File: src/rtl/interrupt_responder_pkg.sv
// Shared TLX interrupt definitions: command/response opcodes, response codes,
// configuration modes, responder FSM states and the response-code decision.
package interrupt_responder_pkg;

   localparam logic [7:0] OP_INTRP_REQ     = 8'h58;
   localparam logic [7:0] OP_INTRP_REQ_S   = 8'h59;
   localparam logic [7:0] OP_INTRP_REQ_D   = 8'h5A;
   localparam logic [7:0] OP_INTRP_REQ_D_S = 8'h5B;
   localparam logic [7:0] OP_INTRP_RESP    = 8'h0C;
   localparam logic [7:0] OP_INTRP_RDY     = 8'h1A;

   typedef enum logic [3:0] {
      CODE_DONE    = 4'h0,
      CODE_RETRY   = 4'h2,
      CODE_PENDING = 4'h4,
      CODE_FAIL    = 4'hE
   } rsp_code_e;

   typedef enum logic [1:0] {
      MODE_DONE    = 2'd0,
      MODE_RETRY   = 2'd1,
      MODE_PENDING = 2'd2,
      MODE_FAIL    = 2'd3
   } cfg_mode_e;

   typedef enum logic [2:0] {
      ST_IDLE      = 3'd0,
      ST_DELAY     = 3'd1,
      ST_SEND_RSP  = 3'd2,
      ST_PEND_WAIT = 3'd3,
      ST_SEND_RDY  = 3'd4
   } state_e;

   function automatic logic is_intrp_req(input logic [7:0] op);
      logic ok;
      case (op)
         OP_INTRP_REQ, OP_INTRP_REQ_S, OP_INTRP_REQ_D, OP_INTRP_REQ_D_S: ok = 1'b1;
         default: ok = 1'b0;
      endcase
      return ok;
   endfunction

   // A done answer turns into a busy retry while the host still owns the last interrupt.
   function automatic rsp_code_e pick_code(input cfg_mode_e mode,
                                           input logic      retry_exhausted,
                                           input logic      pending_served,
                                           input logic      host_busy);
      rsp_code_e code;
      case (mode)
         MODE_DONE:    code = CODE_DONE;
         MODE_RETRY:   code = retry_exhausted ? CODE_DONE : CODE_RETRY;
         MODE_PENDING: code = pending_served ? CODE_DONE : CODE_PENDING;
         MODE_FAIL:    code = CODE_FAIL;
         default:      code = CODE_FAIL;
      endcase
      if (code == CODE_DONE && host_busy) code = CODE_RETRY;
      return code;
   endfunction

endpackage

File: src/rtl/interrupt_responder_if.sv
// AFU command / TLX response / host interrupt bundle between an AFU-side master
// and the interrupt responder (slave).
interface interrupt_responder_if;

   logic        afu_cmd_valid;
   logic [7:0]  afu_cmd_opcode;
   logic [15:0] afu_cmd_afutag;
   logic [67:0] afu_cmd_obj;

   logic        rsp_valid;
   logic [7:0]  rsp_opcode;
   logic [15:0] rsp_afutag;
   logic [3:0]  rsp_code;

   logic        host_int_valid;
   logic [63:0] host_int_src;
   logic        host_int_ack;

   modport master (
      output afu_cmd_valid, afu_cmd_opcode, afu_cmd_afutag, afu_cmd_obj, host_int_ack,
      input  rsp_valid, rsp_opcode, rsp_afutag, rsp_code, host_int_valid, host_int_src
   );

   modport slave (
      input  afu_cmd_valid, afu_cmd_opcode, afu_cmd_afutag, afu_cmd_obj, host_int_ack,
      output rsp_valid, rsp_opcode, rsp_afutag, rsp_code, host_int_valid, host_int_src
   );

endinterface

File: src/rtl/intrp_delay_cnt.sv
// 16-bit loadable down-counter with zero flag; shared by the response delay
// and the pending-to-ready wait of the interrupt responder.
module intrp_delay_cnt (
   input  logic        clk,
   input  logic        rst_n,
   input  logic        load,
   input  logic [15:0] load_val,
   input  logic        dec,
   output logic        zero
);

   logic [15:0] cnt_q;

   always_ff @(posedge clk or negedge rst_n) begin
      // NOTE: clocked state uses non-blocking assignments so every register
      // samples pre-edge values regardless of process ordering.
      if (!rst_n)                      cnt_q <= '0;
      else if (load)                   cnt_q <= load_val;
      else if (dec && cnt_q != 16'd0)  cnt_q <= cnt_q - 16'd1;
   end

   assign zero = (cnt_q == 16'd0);

endmodule

File: src/rtl/interrupt_responder.sv
// TLX interrupt responder: answers AFU intrp_req commands with configurable
// delay and code, and raises the host interrupt on done.
// Define INTERRUPT_RESPONDER_STATS_EN to build the request/retry counters.
module interrupt_responder
   import interrupt_responder_pkg::*;
#(
   parameter int unsigned RETRY_COUNT = 2
) (
   input  logic                 clk,
   input  logic                 rst_n,
   interrupt_responder_if.slave bus,
   input  logic [1:0]           cfg_mode,
   input  logic [7:0]           cfg_rsp_delay,
   input  logic [15:0]          cfg_rdy_delay,
   output logic                 err_bad_opcode,
   output logic                 err_overlap,
   output logic [15:0]          stat_req_cnt,
   output logic [15:0]          stat_retry_cnt
);

   localparam logic [3:0] RETRY_MAX = 4'(RETRY_COUNT);

   state_e      state, state_nxt;
   logic        cmd_ok, accept;
   logic        cnt_load, cnt_dec, cnt_zero;
   logic [15:0] cnt_load_val;
   logic        fire_rsp, fire_rdy;
   rsp_code_e   code_sel;

   logic [15:0] tag_q;
   logic [63:0] obj_q;
   cfg_mode_e   mode_q;
   logic [15:0] rdy_delay_q;
   logic [3:0]  retry_cnt_q;
   logic        pending_served_q;

   // The top nibble of the object handle carries no interrupt source bits.
   logic unused_obj_hi;
   assign unused_obj_hi = ^bus.afu_cmd_obj[67:64];

   assign cmd_ok   = bus.afu_cmd_valid && is_intrp_req(bus.afu_cmd_opcode);
   assign accept   = cmd_ok && (state == ST_IDLE);
   assign code_sel = pick_code(mode_q, retry_cnt_q >= RETRY_MAX, pending_served_q,
                               bus.host_int_valid);

   intrp_delay_cnt u_delay_cnt (
      .clk      (clk),
      .rst_n    (rst_n),
      .load     (cnt_load),
      .load_val (cnt_load_val),
      .dec      (cnt_dec),
      .zero     (cnt_zero)
   );

   always_ff @(posedge clk or negedge rst_n) begin
      if (!rst_n) state <= ST_IDLE;
      else        state <= state_nxt;
   end

   always_comb begin
      // NOTE: default first so every path assigns and no latch is inferred.
      state_nxt = state;
      case (state)
         ST_IDLE:      if (accept)   state_nxt = ST_DELAY;
         ST_DELAY:     if (cnt_zero) state_nxt = ST_SEND_RSP;
         ST_SEND_RSP:  state_nxt = (bus.rsp_code == CODE_PENDING) ? ST_PEND_WAIT : ST_IDLE;
         ST_PEND_WAIT: if (cnt_zero) state_nxt = ST_SEND_RDY;
         ST_SEND_RDY:  state_nxt = ST_IDLE;
         default:      state_nxt = ST_IDLE;
      endcase
   end

   // Response registers load on the edge entering SEND_RSP/SEND_RDY, so the
   // pulse coincides with those states. PEND_WAIT lasts max(1, rdy_delay) cycles.
   always_comb begin
      cnt_load     = 1'b0;
      cnt_load_val = '0;
      cnt_dec      = 1'b0;
      fire_rsp     = 1'b0;
      fire_rdy     = 1'b0;
      case (state)
         ST_IDLE: begin
            cnt_load     = accept;
            cnt_load_val = {8'h00, cfg_rsp_delay};
         end
         ST_DELAY: begin
            cnt_dec  = 1'b1;
            fire_rsp = cnt_zero;
         end
         ST_SEND_RSP: begin
            cnt_load     = 1'b1;
            cnt_load_val = (rdy_delay_q == 16'd0) ? 16'd0 : rdy_delay_q - 16'd1;
         end
         ST_PEND_WAIT: begin
            cnt_dec  = 1'b1;
            fire_rdy = cnt_zero;
         end
         default: ;
      endcase
   end

   always_ff @(posedge clk or negedge rst_n) begin
      if (!rst_n) begin
         tag_q       <= '0;
         obj_q       <= '0;
         mode_q      <= MODE_DONE;
         rdy_delay_q <= '0;
      end else if (accept) begin
         tag_q       <= bus.afu_cmd_afutag;
         obj_q       <= bus.afu_cmd_obj[63:0];
         mode_q      <= cfg_mode_e'(cfg_mode);
         rdy_delay_q <= cfg_rdy_delay;
      end
   end

   always_ff @(posedge clk or negedge rst_n) begin
      if (!rst_n) begin
         bus.rsp_valid  <= 1'b0;
         bus.rsp_opcode <= '0;
         bus.rsp_afutag <= '0;
         bus.rsp_code   <= '0;
      end else begin
         bus.rsp_valid <= fire_rsp || fire_rdy;
         if (fire_rsp) begin
            bus.rsp_opcode <= OP_INTRP_RESP;
            bus.rsp_afutag <= tag_q;
            bus.rsp_code   <= code_sel;
         end else if (fire_rdy) begin
            bus.rsp_opcode <= OP_INTRP_RDY;
            bus.rsp_afutag <= tag_q;
            bus.rsp_code   <= CODE_DONE;
         end
      end
   end

   // A done code is only chosen while the host is idle, so set and ack never collide.
   always_ff @(posedge clk or negedge rst_n) begin
      if (!rst_n) begin
         bus.host_int_valid <= 1'b0;
         bus.host_int_src   <= '0;
      end else if (fire_rsp && code_sel == CODE_DONE) begin
         bus.host_int_valid <= 1'b1;
         bus.host_int_src   <= obj_q;
      end else if (bus.host_int_valid && bus.host_int_ack) begin
         bus.host_int_valid <= 1'b0;
      end
   end

   always_ff @(posedge clk or negedge rst_n) begin
      if (!rst_n) begin
         retry_cnt_q      <= '0;
         pending_served_q <= 1'b0;
      end else begin
         if (fire_rsp) begin
            case (code_sel)
               CODE_RETRY: if (retry_cnt_q != 4'hF) retry_cnt_q <= retry_cnt_q + 4'd1;
               CODE_DONE, CODE_FAIL: begin
                  retry_cnt_q      <= '0;
                  pending_served_q <= 1'b0;
               end
               default: ;
            endcase
         end
         if (fire_rdy) pending_served_q <= 1'b1;
      end
   end

   always_ff @(posedge clk or negedge rst_n) begin
      if (!rst_n) begin
         err_bad_opcode <= 1'b0;
         err_overlap    <= 1'b0;
      end else begin
         if (bus.afu_cmd_valid && !is_intrp_req(bus.afu_cmd_opcode)) err_bad_opcode <= 1'b1;
         if (cmd_ok && state != ST_IDLE)                             err_overlap    <= 1'b1;
      end
   end

`ifdef INTERRUPT_RESPONDER_STATS_EN
   logic [15:0] req_cnt_q, retry_stat_q;

   always_ff @(posedge clk or negedge rst_n) begin
      if (!rst_n) begin
         req_cnt_q    <= '0;
         retry_stat_q <= '0;
      end else begin
         if (accept && req_cnt_q != 16'hFFFF) req_cnt_q <= req_cnt_q + 16'd1;
         if (fire_rsp && code_sel == CODE_RETRY && retry_stat_q != 16'hFFFF)
            retry_stat_q <= retry_stat_q + 16'd1;
      end
   end

   assign stat_req_cnt   = req_cnt_q;
   assign stat_retry_cnt = retry_stat_q;
`else
   assign stat_req_cnt   = '0;
   assign stat_retry_cnt = '0;
`endif

endmodule

File: src/flat_wrapper.sv
// flat-port wrapper written by rule: the top's interface ports become plain ports
module interrupt_responder_flat import interrupt_responder_pkg::*;
#(
   parameter int unsigned RETRY_COUNT = 2
)
  (clk, rst_n, cfg_mode, cfg_rsp_delay, cfg_rdy_delay, err_bad_opcode, err_overlap, stat_req_cnt, stat_retry_cnt, bus_afu_cmd_valid, bus_afu_cmd_opcode, bus_afu_cmd_afutag, bus_afu_cmd_obj, bus_host_int_ack, bus_rsp_valid, bus_rsp_opcode, bus_rsp_afutag, bus_rsp_code, bus_host_int_valid, bus_host_int_src);
  interrupt_responder_if bus_i ();
  input  logic clk;
  input  logic rst_n;
  input  logic [1:0] cfg_mode;
  input  logic [7:0] cfg_rsp_delay;
  input  logic [15:0] cfg_rdy_delay;
  output logic err_bad_opcode;
  output logic err_overlap;
  output logic [15:0] stat_req_cnt;
  output logic [15:0] stat_retry_cnt;
  input wire logic [$bits(bus_i.afu_cmd_valid)-1:0] bus_afu_cmd_valid;
  input wire logic [$bits(bus_i.afu_cmd_opcode)-1:0] bus_afu_cmd_opcode;
  input wire logic [$bits(bus_i.afu_cmd_afutag)-1:0] bus_afu_cmd_afutag;
  input wire logic [$bits(bus_i.afu_cmd_obj)-1:0] bus_afu_cmd_obj;
  input wire logic [$bits(bus_i.host_int_ack)-1:0] bus_host_int_ack;
  output wire logic [$bits(bus_i.rsp_valid)-1:0] bus_rsp_valid;
  output wire logic [$bits(bus_i.rsp_opcode)-1:0] bus_rsp_opcode;
  output wire logic [$bits(bus_i.rsp_afutag)-1:0] bus_rsp_afutag;
  output wire logic [$bits(bus_i.rsp_code)-1:0] bus_rsp_code;
  output wire logic [$bits(bus_i.host_int_valid)-1:0] bus_host_int_valid;
  output wire logic [$bits(bus_i.host_int_src)-1:0] bus_host_int_src;
  assign bus_i.afu_cmd_valid = bus_afu_cmd_valid;
  assign bus_i.afu_cmd_opcode = bus_afu_cmd_opcode;
  assign bus_i.afu_cmd_afutag = bus_afu_cmd_afutag;
  assign bus_i.afu_cmd_obj = bus_afu_cmd_obj;
  assign bus_i.host_int_ack = bus_host_int_ack;
  assign bus_rsp_valid = bus_i.rsp_valid;
  assign bus_rsp_opcode = bus_i.rsp_opcode;
  assign bus_rsp_afutag = bus_i.rsp_afutag;
  assign bus_rsp_code = bus_i.rsp_code;
  assign bus_host_int_valid = bus_i.host_int_valid;
  assign bus_host_int_src = bus_i.host_int_src;
  interrupt_responder #(.RETRY_COUNT(RETRY_COUNT)) u_core (.clk(clk), .rst_n(rst_n), .bus(bus_i), .cfg_mode(cfg_mode), .cfg_rsp_delay(cfg_rsp_delay), .cfg_rdy_delay(cfg_rdy_delay), .err_bad_opcode(err_bad_opcode), .err_overlap(err_overlap), .stat_req_cnt(stat_req_cnt), .stat_retry_cnt(stat_retry_cnt));
endmodule
File: config.mk
export PLATFORM = sky130hd
export DESIGN_NAME = interrupt_responder_flat
export DESIGN_NICKNAME = d
export VERILOG_FILES = /design/src/rtl/interrupt_responder_pkg.sv /design/src/rtl/interrupt_responder_if.sv /design/src/rtl/intrp_delay_cnt.sv /design/src/rtl/interrupt_responder.sv /design/src/flat_wrapper.sv
export SDC_FILE = /design/constraint.sdc
export NUM_CORES = 1
export LEC_CHECK = 0
export ABC_AREA = 0
export CAP_MARGIN = 15
export CORE_MARGIN = 10
export CORE_UTILIZATION = 63
export CTS_CLUSTER_SIZE = 24
export DETAILED_ROUTE_END_ITERATION = 8
export DONT_BUFFER_PORTS = 1
export PLACE_DENSITY = 0.87
export REMOVE_ABC_BUFFERS = 1
export SLEW_MARGIN = 10
export SYNTH_ARGS = -nofsm -noshare
export SYNTH_HDL_FRONTEND = slang
export SYNTH_HIERARCHICAL = 1
export SYNTH_SLANG_ARGS = --single-unit
File: constraint.sdc
create_clock -name clk -period 3.55 [get_ports clk]
set_input_delay 0.355 -clock clk [delete_from_list [all_inputs] [get_ports clk]]
set_output_delay 0.355 -clock clk [all_outputs]
set_load 0.02 [all_outputs]
==> metrics.csv, run 1 <==
metric,value,unit
status,"finished, violations left",
worst_path_most_repeated_cell,inv_1,
seqPwrFrac,0.487,
syn_area_per_cell,12.7,µm²
post-route-min-period,3.21,ns
postRouteAntennaNets,0,
antenna_found_initial,1,
clock-sinks,212,
maxSlewViolCount,0,
setup_viol,0,
grt_max_degree,213,
startpoint_type,flop,
vias,5525,
clkLatencyLatePin,0.50,ns
seqCellArea,0.00531,mm²
mostFrequentLayoutCell,dfrtp_1,
cp_top_family,simple AND/OR/NAND/NOR gates,
synth_edf_count,0,
grt_pass1_wl,33.1,mm
core_area,0.0144,mm²
clkTransAtPathRegs,0.06,ns
fin_area,0.0104,mm²
sw_frac_of_total,0.197,
dp_cells,882,
critPathBufInv,3,
grt_util_all_layers,0.204,
cts_tree,built,
cp_slowest_stage_delay,0.56,ns
cts_buffer_depth,3,
portBuffers,0,
diodes,0,
gr-total-overflow,0,
routed_wl,21.3,mm
mostFrequentLayoutCells,"dfrtp_1 (212), mux2_2 (163), nand2_1 (84)",
fp-row-count,44,
worst_ep_required_time,3.92,ns
hold_ws,-0.441,ns
synth_seq_cells,212,
p_sw,0.982,mW
peakVddDrop,0.373,mV
yosysTopAreaCellShare,0.578,
cts_root_buffer,clkbuf_16,
ff2ff_path_depth,9,
grt_pass1_vias,5856,
place_congestion,0.882,
die-height,141,µm
viasPerCell,5.76,
synth.largest_area_cell,dfrtp_1,
fillerInstances,872,
tightestPinTransition,0.881,ns
netlist-cell-type-count,63,
reg2reg_slack,0.34,ns
drtIter0Drc,402,
timing.rr.end,u_core/bus.host_int_src[47],
violations,negative hold slack,
syn_inst,723,
dpl_cell_area,0.00918,mm²
relSlewSlack,0.413,
dp_slack,0.410,ns
start_util,0.636,
synthTopCellsByArea,"dfrtp_1 (58%), mux2_2 (20%), nand2_1 (3.4%)",
crit_slowest_cell,nor4b_1,
ys_dominant_reg_cell,dfrtp_1,
min_path_type,in2async,
die_w,141,µm
yosys_warnings,6,
hold_viol_final,212,
cts_buffers,23,
clkPwrFrac,0.498,
p_comb_frac,0.015,
yosysSeqAreaShare,0.578,
dieArea,0.0198,mm²
p_int,4.00,mW
endpoint_kind,flop,
ioPinCount,250,
fin_crit_sh,0.904,
drc,0,
max_freq,312,MHz
path_max_fanout,65,
drive_gt1_frac,0.284,
netlist_area,0.00918,mm²
cellLeakagePower,5.32,nW
power,4.98,mW
cap_viol_max_count,0,
synth-async-reset-ratio,1.00,
grt_setup_unrepaired,false,
fin_cells,960,
critPathKind,reg2reg,
dr.pass1.iters,5,
multi_input_area,0.00355,mm²
fin_skew,0.0141,ns
setup_ws,0.341,ns
rr_startpoint,u_core/u_delay_cnt/cnt_q[0],
place_hpwl,14.1,mm
area.growth.synth_to_final,12.9,%
cts_max_level,1,
layout.nets,887,
wire_per_inst,22.2,µm
power_density,481,mW/mm²
cts_setup_buffers,0,
cp_cell_sequence,inv_1 > ha_1 > nor4b_1 > nand4_1 > inv_1 > and4bb_2 > nand3_4 > buf_4 > mux2_2,
worstPathArrival,3.58,ns
cells by family after synthesis:
| logic type | count (synthesis) | share of synthesized area |
|---|---|---|
| fa+ha+maj | 4 | 0.00545 |
| simple gates | 181 | 0.0999 |
| xor+xnor | 15 | 0.0143 |
| mux | 167 | 0.205 |
| compound gates | 63 | 0.0453 |
| other cells | 1 | 0.000409 |
| flops | 212 | 0.578 |
| buf+inv | 80 | 0.0519 |
flip-flops by register name, indices dropped and copies added (netlist names):
name	count
u_core/bus.rsp_valid	1
u_core/tag_q	16
u_core/pending_served_q	1
u_core/bus.rsp_code	3
u_core/bus.rsp_afutag	16
u_core/bus.rsp_opcode	3
u_core/rdy_delay_q	16
u_core/u_delay_cnt/cnt_q	16
u_core/bus.host_int_src	64
u_core/state	3
u_core/bus.host_int_valid	1
u_core/err_overlap	1
u_core/mode_q	2
u_core/retry_cnt_q	4
u_core/obj_q	64
u_core/err_bad_opcode	1
repair_timing:
item                      4_1_cts  5_1_grt
hold endpoints to repair      241      221
gates resized for setup         0        0
hold buffers                   29        9
cell usage after synthesis, drive strengths merged, types with 2 or more instances:
cell type,number
dfrtp,212
nor4b,2
inv,14
or3,4
o31ai,4
nor3b,4
xnor2,11
mux2i,3
buf,58
a31oi,7
a21o,3
a21oi,9
o21ai,24
mux2,164
nor3,8
o2bb2ai,2
ha,4
nor4,6
nor2,32
nand2,85
or4,7
clkbuf,7
nor2b,3
and2,5
and4bb,2
nand4b,3
nand2b,4
or4b,2
o41ai,4
nand3,6
nand4,3
xor2,4
power by group through the flow:
stage / sequential, mW / combinational (mW) / clock (mW)
final: 2.42 / 0.0758 / 2.48
after detailed placement: 2.47 / 0.0380 / 0
after CTS: 2.42 / 0.0643 / 2.51
after floorplan: 2.47 / 0.0376 / 0
after global routing: 2.42 / 0.0807 / 2.63
after global placement: 2.47 / 0.0377 / 0
final cells by class:
class	instances	share of cell area
well taps	184	0.0222
inverters	15	0.00543
clock inverters	8	0.0117
flip-flops and latches	212	0.512
repair buffers	42	0.0408
multi-input cells	467	0.342
clock buffers	32	0.0656
through the flow:
step	util	hold slack (ns)	setup TNS (ns)
after global routing	0.718	-0.464	0
after CTS	0.712	-0.453	0
after global placement	0.637	0.0656	0
after floorplan	-	0.0594	-32.32
final	0.718	-0.441	0
after detailed placement	0.637	0.0657	0
worst max-delay path by stage:
stage / start / to / cells past startpoint
3_3_place_gp: u_core/u_delay_cnt/cnt_q[0] / u_core/bus.host_int_src[10] / 9
4_1_cts: u_core/u_delay_cnt/cnt_q[0] / u_core/bus.host_int_src[51] / 9
2_1_floorplan: u_core/u_delay_cnt/cnt_q[0] / u_core/bus.host_int_src[0] / 8
3_5_place_dp: u_core/u_delay_cnt/cnt_q[0] / u_core/bus.host_int_src[0] / 9
5_1_grt: u_core/u_delay_cnt/cnt_q[0] / u_core/bus.host_int_src[32] / 9
6_report: u_core/u_delay_cnt/cnt_q[0] / u_core/bus.host_int_src[47] / 9
layer usage:
metal	share of wire	track usage
met2	0.50	0.343
met4	0.019	0.0478
met1	0.36	0.227
met5	0	0
met3	0.12	0.0998
No activity file was read; power rests on OpenSTA's default activity.
==> run 2: changes to the inputs <==
--- a/config.mk
+++ b/config.mk
@@ -12,6 +12,7 @@
 export CTS_CLUSTER_SIZE = 24
 export DETAILED_ROUTE_END_ITERATION = 8
 export DONT_BUFFER_PORTS = 1
+export GPL_TIMING_DRIVEN = 0
 export PLACE_DENSITY = 0.87
 export REMOVE_ABC_BUFFERS = 1
 export SLEW_MARGIN = 10
==> run 2 against run 1 <==
- via count rose by 7.2%
- critical endpoint is now u_core/bus.host_int_src[12]
- first-iteration DRC count up 2.2%
- final cell count increased by 5.4%
- highest routed layer unchanged
- clock skew increased by 0.0094 ns
- non-clock buffer count is 54 higher
- routed wire length grew 7.7%
- sequential cell count is the same
- the run still ends with negative hold slack left
- fmax is 3.3% lower
==> metrics.csv, run 2 (synthesis results as in run 1) <==
metric,value,unit
status,"finished, violations left",
violations,negative hold slack,
max_freq,301,MHz
reg_top3,"u_core/bus.host_int_src: 64 flops, u_core/obj_q: 64 flops",
mostFrequentLayoutCell,dfrtp_1,
clkTransAtPathRegs,0.06,ns
endpoint_kind,flop,
post-route-util,0.754,
worstPathArrival,3.71,ns
post-route-min-period,3.32,ns
setup_viol,0,
grt_max_degree,213,
min_path_type,in2async,
cts_buffers,22,
core_area,0.0144,mm²
startpoint_type,flop,
start_util,0.636,
cp_cell_sequence,nor4_2 > nand4_1 > inv_1 > and4bb_2 > nand3_4 > buf_12 > mux2_2,
dieArea,0.0198,mm²
rr_startpoint,u_core/u_delay_cnt/cnt_q[7],
vias,5923,
cap_viol_max_count,0,
place_hpwl,14.5,mm
clkLatencyLatePin,0.52,ns
layout.nets,940,
dr.pass1.iters,4,
ioPinCount,250,
die_w,141,µm
maxSlewViolCount,0,
grt_pass1_wl,36.4,mm
die-height,141,µm
fin_crit_sh,0.935,
drtIter0Drc,411,
cts_root_buffer,clkbuf_16,
hold_viol_final,212,
fin_skew,0.0235,ns
fillerInstances,793,
worst_ep_required_time,3.94,ns
crit_slowest_cell,nor4_2,
portBuffers,0,
clock-sinks,212,
wire_per_inst,22.7,µm
relSlewSlack,0.473,
timing.rr.end,u_core/bus.host_int_src[12],
tightestPinTransition,0.791,ns
area.growth.synth_to_final,18.6,%
antenna_found_initial,1,
grt_util_all_layers,0.226,
viasPerCell,5.85,
cp_slowest_stage_delay,0.62,ns
postRouteAntennaNets,0,
path_max_fanout,34,
power_density,450,mW/mm²
cts_buffer_depth,3,
drc,0,
reg2reg_slack,0.23,ns
dp_cells,880,
place_congestion,0.900,
ff2ff_path_depth,7,
hold_ws,-0.446,ns
cts_max_level,1,
drive_gt1_frac,0.264,
cellLeakagePower,5.52,nW
fin_cells,1012,
cts_tree,built,
critPathKind,reg2reg,
fp-row-count,44,
routed_wl,23.0,mm
mostFrequentLayoutCells,"dfrtp_1 (212), mux2_2 (163), dlygate4sd3_1 (94)",
gr-total-overflow,0,
peakVddDrop,0.458,mV
grt_pass1_vias,6451,
grt_setup_unrepaired,false,
## run 2: area by class of cell
| cell class | count | area [µm²] | area share |
|---|---|---|---|
| sequential | 212 | 5310 | 0.488 |
| multi-input combinational | 467 | 3560 | 0.327 |
| timing repair buffer | 96 | 981 | 0.0902 |
| clock buffer | 29 | 627 | 0.0576 |
| tap | 184 | 230 | 0.0212 |
| clock inverter | 8 | 119 | 0.0109 |
| inverter | 15 | 60.1 | 0.00552 |
| antenna | 1 | 2.50 | 0.000230 |
## run 2: report_power, final
group	switching, mW	total, mW	internal (mW)
combinational	0.0563	0.128	0.0719
clock	0.947	2.34	1.39
sequential	0.00417	2.42	2.42
## run 2: critical path: cells and delay by family (launching register included)
family	cells	cell delay (ns)
buffers and inverters	2	0.62
muxes	1	0.33
DFF	1	0.48
and+or+nand+nor	4	1.73
## run 2: per-stage QoR
stage	area, µm²	total power [mW]	TNS (ns)	worst slack, ns	hold slack [ns]
finish	10900	4.89	0	0.232	-0.446
global route	10900	5.03	0	0.0701	-0.479
CTS	10800	4.91	0	0.102	-0.478
detailed placement	9180	2.50	0	0.105	0.0657
global placement	9120	2.50	-121.64	-1.88	0.0655
floorplan	8890	2.50	-32.32	-0.503	0.0594
## run 2: how the worst max path moves through the flow
stage	from	endpoint	slack (ns)	cells past startpoint
2_1_floorplan	u_core/u_delay_cnt/cnt_q[0]	u_core/bus.host_int_src[0]	-0.50	8
3_3_place_gp	u_core/u_delay_cnt/cnt_q[0]	u_core/bus.host_int_src[10]	-1.88	8
3_5_place_dp	u_core/u_delay_cnt/cnt_q[0]	u_core/bus.host_int_src[46]	0.10	9
4_1_cts	u_core/u_delay_cnt/cnt_q[0]	u_core/pending_served_q	0.10	9
5_1_grt	u_core/u_delay_cnt/cnt_q[7]	u_core/bus.host_int_src[12]	0.07	7
6_report	u_core/u_delay_cnt/cnt_q[7]	u_core/bus.host_int_src[12]	0.23	7
## run 2: per-layer routing
layer | up-vias | wire length [µm] | track usage
met5 | - | 0 | 0
met4 | 0 | 740 | 0.0712
met3 | 55 | 2490 | 0.100
met2 | 256 | 11600 | 0.387
met1 | 2978 | 8190 | 0.247
li1 | 2634 | - | -
## run 2: timing repair
item / in CTS / in global routing
endpoints found under the hold margin: 303 / 215
setup endpoints to repair: 0 / 53
buffers inserted: 0 / 0
gates resized for setup: 0 / 3
hold buffers: 91 / 3
==> run 3: changes to the inputs <==
--- a/config.mk
+++ b/config.mk
@@ -8,12 +8,13 @@
 export ABC_AREA = 0
 export CAP_MARGIN = 15
 export CORE_MARGIN = 10
-export CORE_UTILIZATION = 63
+export CORE_UTILIZATION = 65
+export CTS_BUF_LIST = sky130_fd_sc_hd__clkbuf_8
 export CTS_CLUSTER_SIZE = 24
 export DETAILED_ROUTE_END_ITERATION = 8
 export DONT_BUFFER_PORTS = 1
 export GPL_TIMING_DRIVEN = 0
-export PLACE_DENSITY = 0.87
+export PLACE_DENSITY = 0.89
 export REMOVE_ABC_BUFFERS = 1
 export SLEW_MARGIN = 10
 export SYNTH_ARGS = -nofsm -noshare
==> run 3 against run 2 <==
- the flow still finishes with violations (negative hold slack)
- final cell count is 2.8% higher
- combinational power is 7% higher
- worst hold slack worse by 0.023 ns
- sequential share of layout area about the same
- critical path depth grew 2
- sequential power is essentially flat
- die area shrank 2.6%
- count of clock-buffer cells in the layout rose by 14
- cell area about the same
- largest cell class unchanged
==> metrics.csv, run 3 (synthesis results as in run 1) <==
metric,value,unit
power_density,428,mW/mm²
tightestPinTransition,0.756,ns
mostFrequentLayoutCells,"dfrtp_1 (212), mux2_2 (163), dlygate4sd3_1 (100)",
seqCellArea,0.00531,mm²
clkLatencyLatePin,0.53,ns
endpoint_kind,flop,
clkTransAtPathRegs,0.06,ns
min_path_type,in2async,
grt_pass1_wl,38.2,mm
startpoint_type,flop,
drive_gt1_frac,0.271,
grt_setup_unrepaired,false,
drtIter0Drc,497,
critPathKind,reg2reg,
cp_cell_sequence,inv_1 > ha_1 > nor4b_1 > nand4_1 > inv_1 > and4bb_2 > nand3_4 > buf_16 > mux2_2,
drc,0,
cts_buffers,36,
dp_cells,876,
max_freq,302,MHz
violations,negative hold slack,
wire_per_inst,23.4,µm
dr.pass1.iters,5,
grt_pass1_vias,6724,
reg2reg_slack,0.24,ns
hold_viol_final,212,
worst_path_most_repeated_cell,inv_1,
fin_skew,0.0207,ns
critPathBufInv,3,
die_w,139,µm
setup_viol,0,
post-route-min-period,3.31,ns
dieArea,0.0193,mm²
place_congestion,0.857,
fp-row-count,43,
cp_slowest_stage_delay,0.58,ns
reg_top3,"u_core/bus.host_int_src: 64 flops, u_core/obj_q: 64 flops",
start_util,0.661,
relSlewSlack,0.494,
crit_slowest_cell,nor4b_1,
cts_setup_buffers,0,
worstPathArrival,3.70,ns
grt_util_all_layers,0.245,
cellLeakagePower,5.58,nW
routed_wl,24.3,mm
clock-sinks,212,
area.growth.synth_to_final,18.7,%
status,"finished, violations left",
cp_top_family,simple AND/OR/NAND/NOR gates,
antenna_found_initial,3,
gr-total-overflow,0,
multi_input_area,0.00355,mm²
cts_buffer_depth,3,
viasPerCell,5.83,
vias,6067,
mostFrequentLayoutCell,dfrtp_1,
cts_hold_buffers,100,
fin_cells,1040,
cts_max_level,2,
grt_max_degree,213,
layout.nets,960,
fillerInstances,735,
cts_tree,built,
cts_root_buffer,clkbuf_8,
maxSlewViolCount,0,
worst_ep_required_time,3.94,ns
core_area,0.0139,mm²
path_max_fanout,54,
die-height,139,µm
hold_ws,-0.470,ns
cap_viol_max_count,0,
fin_crit_sh,0.932,
place_hpwl,14.6,mm
peakVddDrop,0.470,mV
portBuffers,0,
power,4.66,mW
ioPinCount,250,
postRouteAntennaNets,0,
## run 3: cell count changes in the layout (fill, tap and decap cells not counted), sizes merged
cell | before | now
bufinv | 2 | 0
clkinvlp | 1 | 2
clkbuf | 29 | 43
clkinv | 5 | 4
inv | 15 | 27
diode | 1 | 3
dlygate4sd3 | 94 | 100
## run 3: repair_timing
item | 4_1_cts | 5_1_grt
endpoints found under the setup margin | 0 | 19
resized for setup | 0 | 2
hold endpoints to repair | 312 | 212
## run 3: worst register-to-register path, stage by stage (launching register included)
cell and delay [ns]:
dfrtp_1 0.39, inv_1 0.11, ha_1 0.24, nor4b_1 0.58, nand4_1 0.37, inv_1 0.24, and4bb_2 0.34, nand3_4 0.24
buf_16 0.31, mux2_2 0.38
## run 3: through the flow
step	area (µm²)	util	hold WS, ns	setup TNS, ns	setup slack, ns
after global routing	10900	0.784	-0.501	0	0.00968
after global placement	9120	0.657	0.0663	-115.29	-1.79
after detailed placement	9190	0.662	0.0659	0	0.259
final	10900	0.784	-0.470	0	0.241
after CTS	10900	0.783	-0.487	0	0.257
after floorplan	8890	-	0.0594	-32.32	-0.503
## run 3: metal layers
metal,global-route usage,vias up,wire length (µm)
met5,0,-,0
met3,0.107,63,2520
li1,-,2671,-
met2,0.421,293,12600
met4,0.0939,0,693
met1,0.261,3040,8540
## run 3: path summary, 6_finish.rpt
path                                             start                     endpoint  cells past startpoint
min reg2reg                            u_core/tag_q[8]     u_core/bus.rsp_afutag[8]                      2
min                                              rst_n  u_core/bus.host_int_src[24]                      0
max                        u_core/u_delay_cnt/cnt_q[0]  u_core/bus.host_int_src[47]                      9
max reg2reg                u_core/u_delay_cnt/cnt_q[0]  u_core/bus.host_int_src[47]                      9
min in group clk                 bus_afu_cmd_opcode[2]        u_core/err_bad_opcode                      2
max in group asynchronous                        rst_n        u_core/retry_cnt_q[0]                      0
## run 3: layout make-up
class | instances | share of cell area
timing repair buffer | 102 | 0.0970
clock buffer | 43 | 0.0544
sequential | 212 | 0.487
clock inverter | 18 | 0.00850
antenna | 3 | 0.000689
inverter | 15 | 0.00552
tap | 180 | 0.0207
multi-input combinational | 467 | 0.326
## run 3: power breakdown
part / switching [mW] / leakage (nW) / internal, mW / total, mW
Combinational: 0.0602 / 2.30 / 0.0765 / 0.137
Clock: 0.992 / 0.394 / 1.11 / 2.10
Sequential: 0.00432 / 2.88 / 2.42 / 2.42
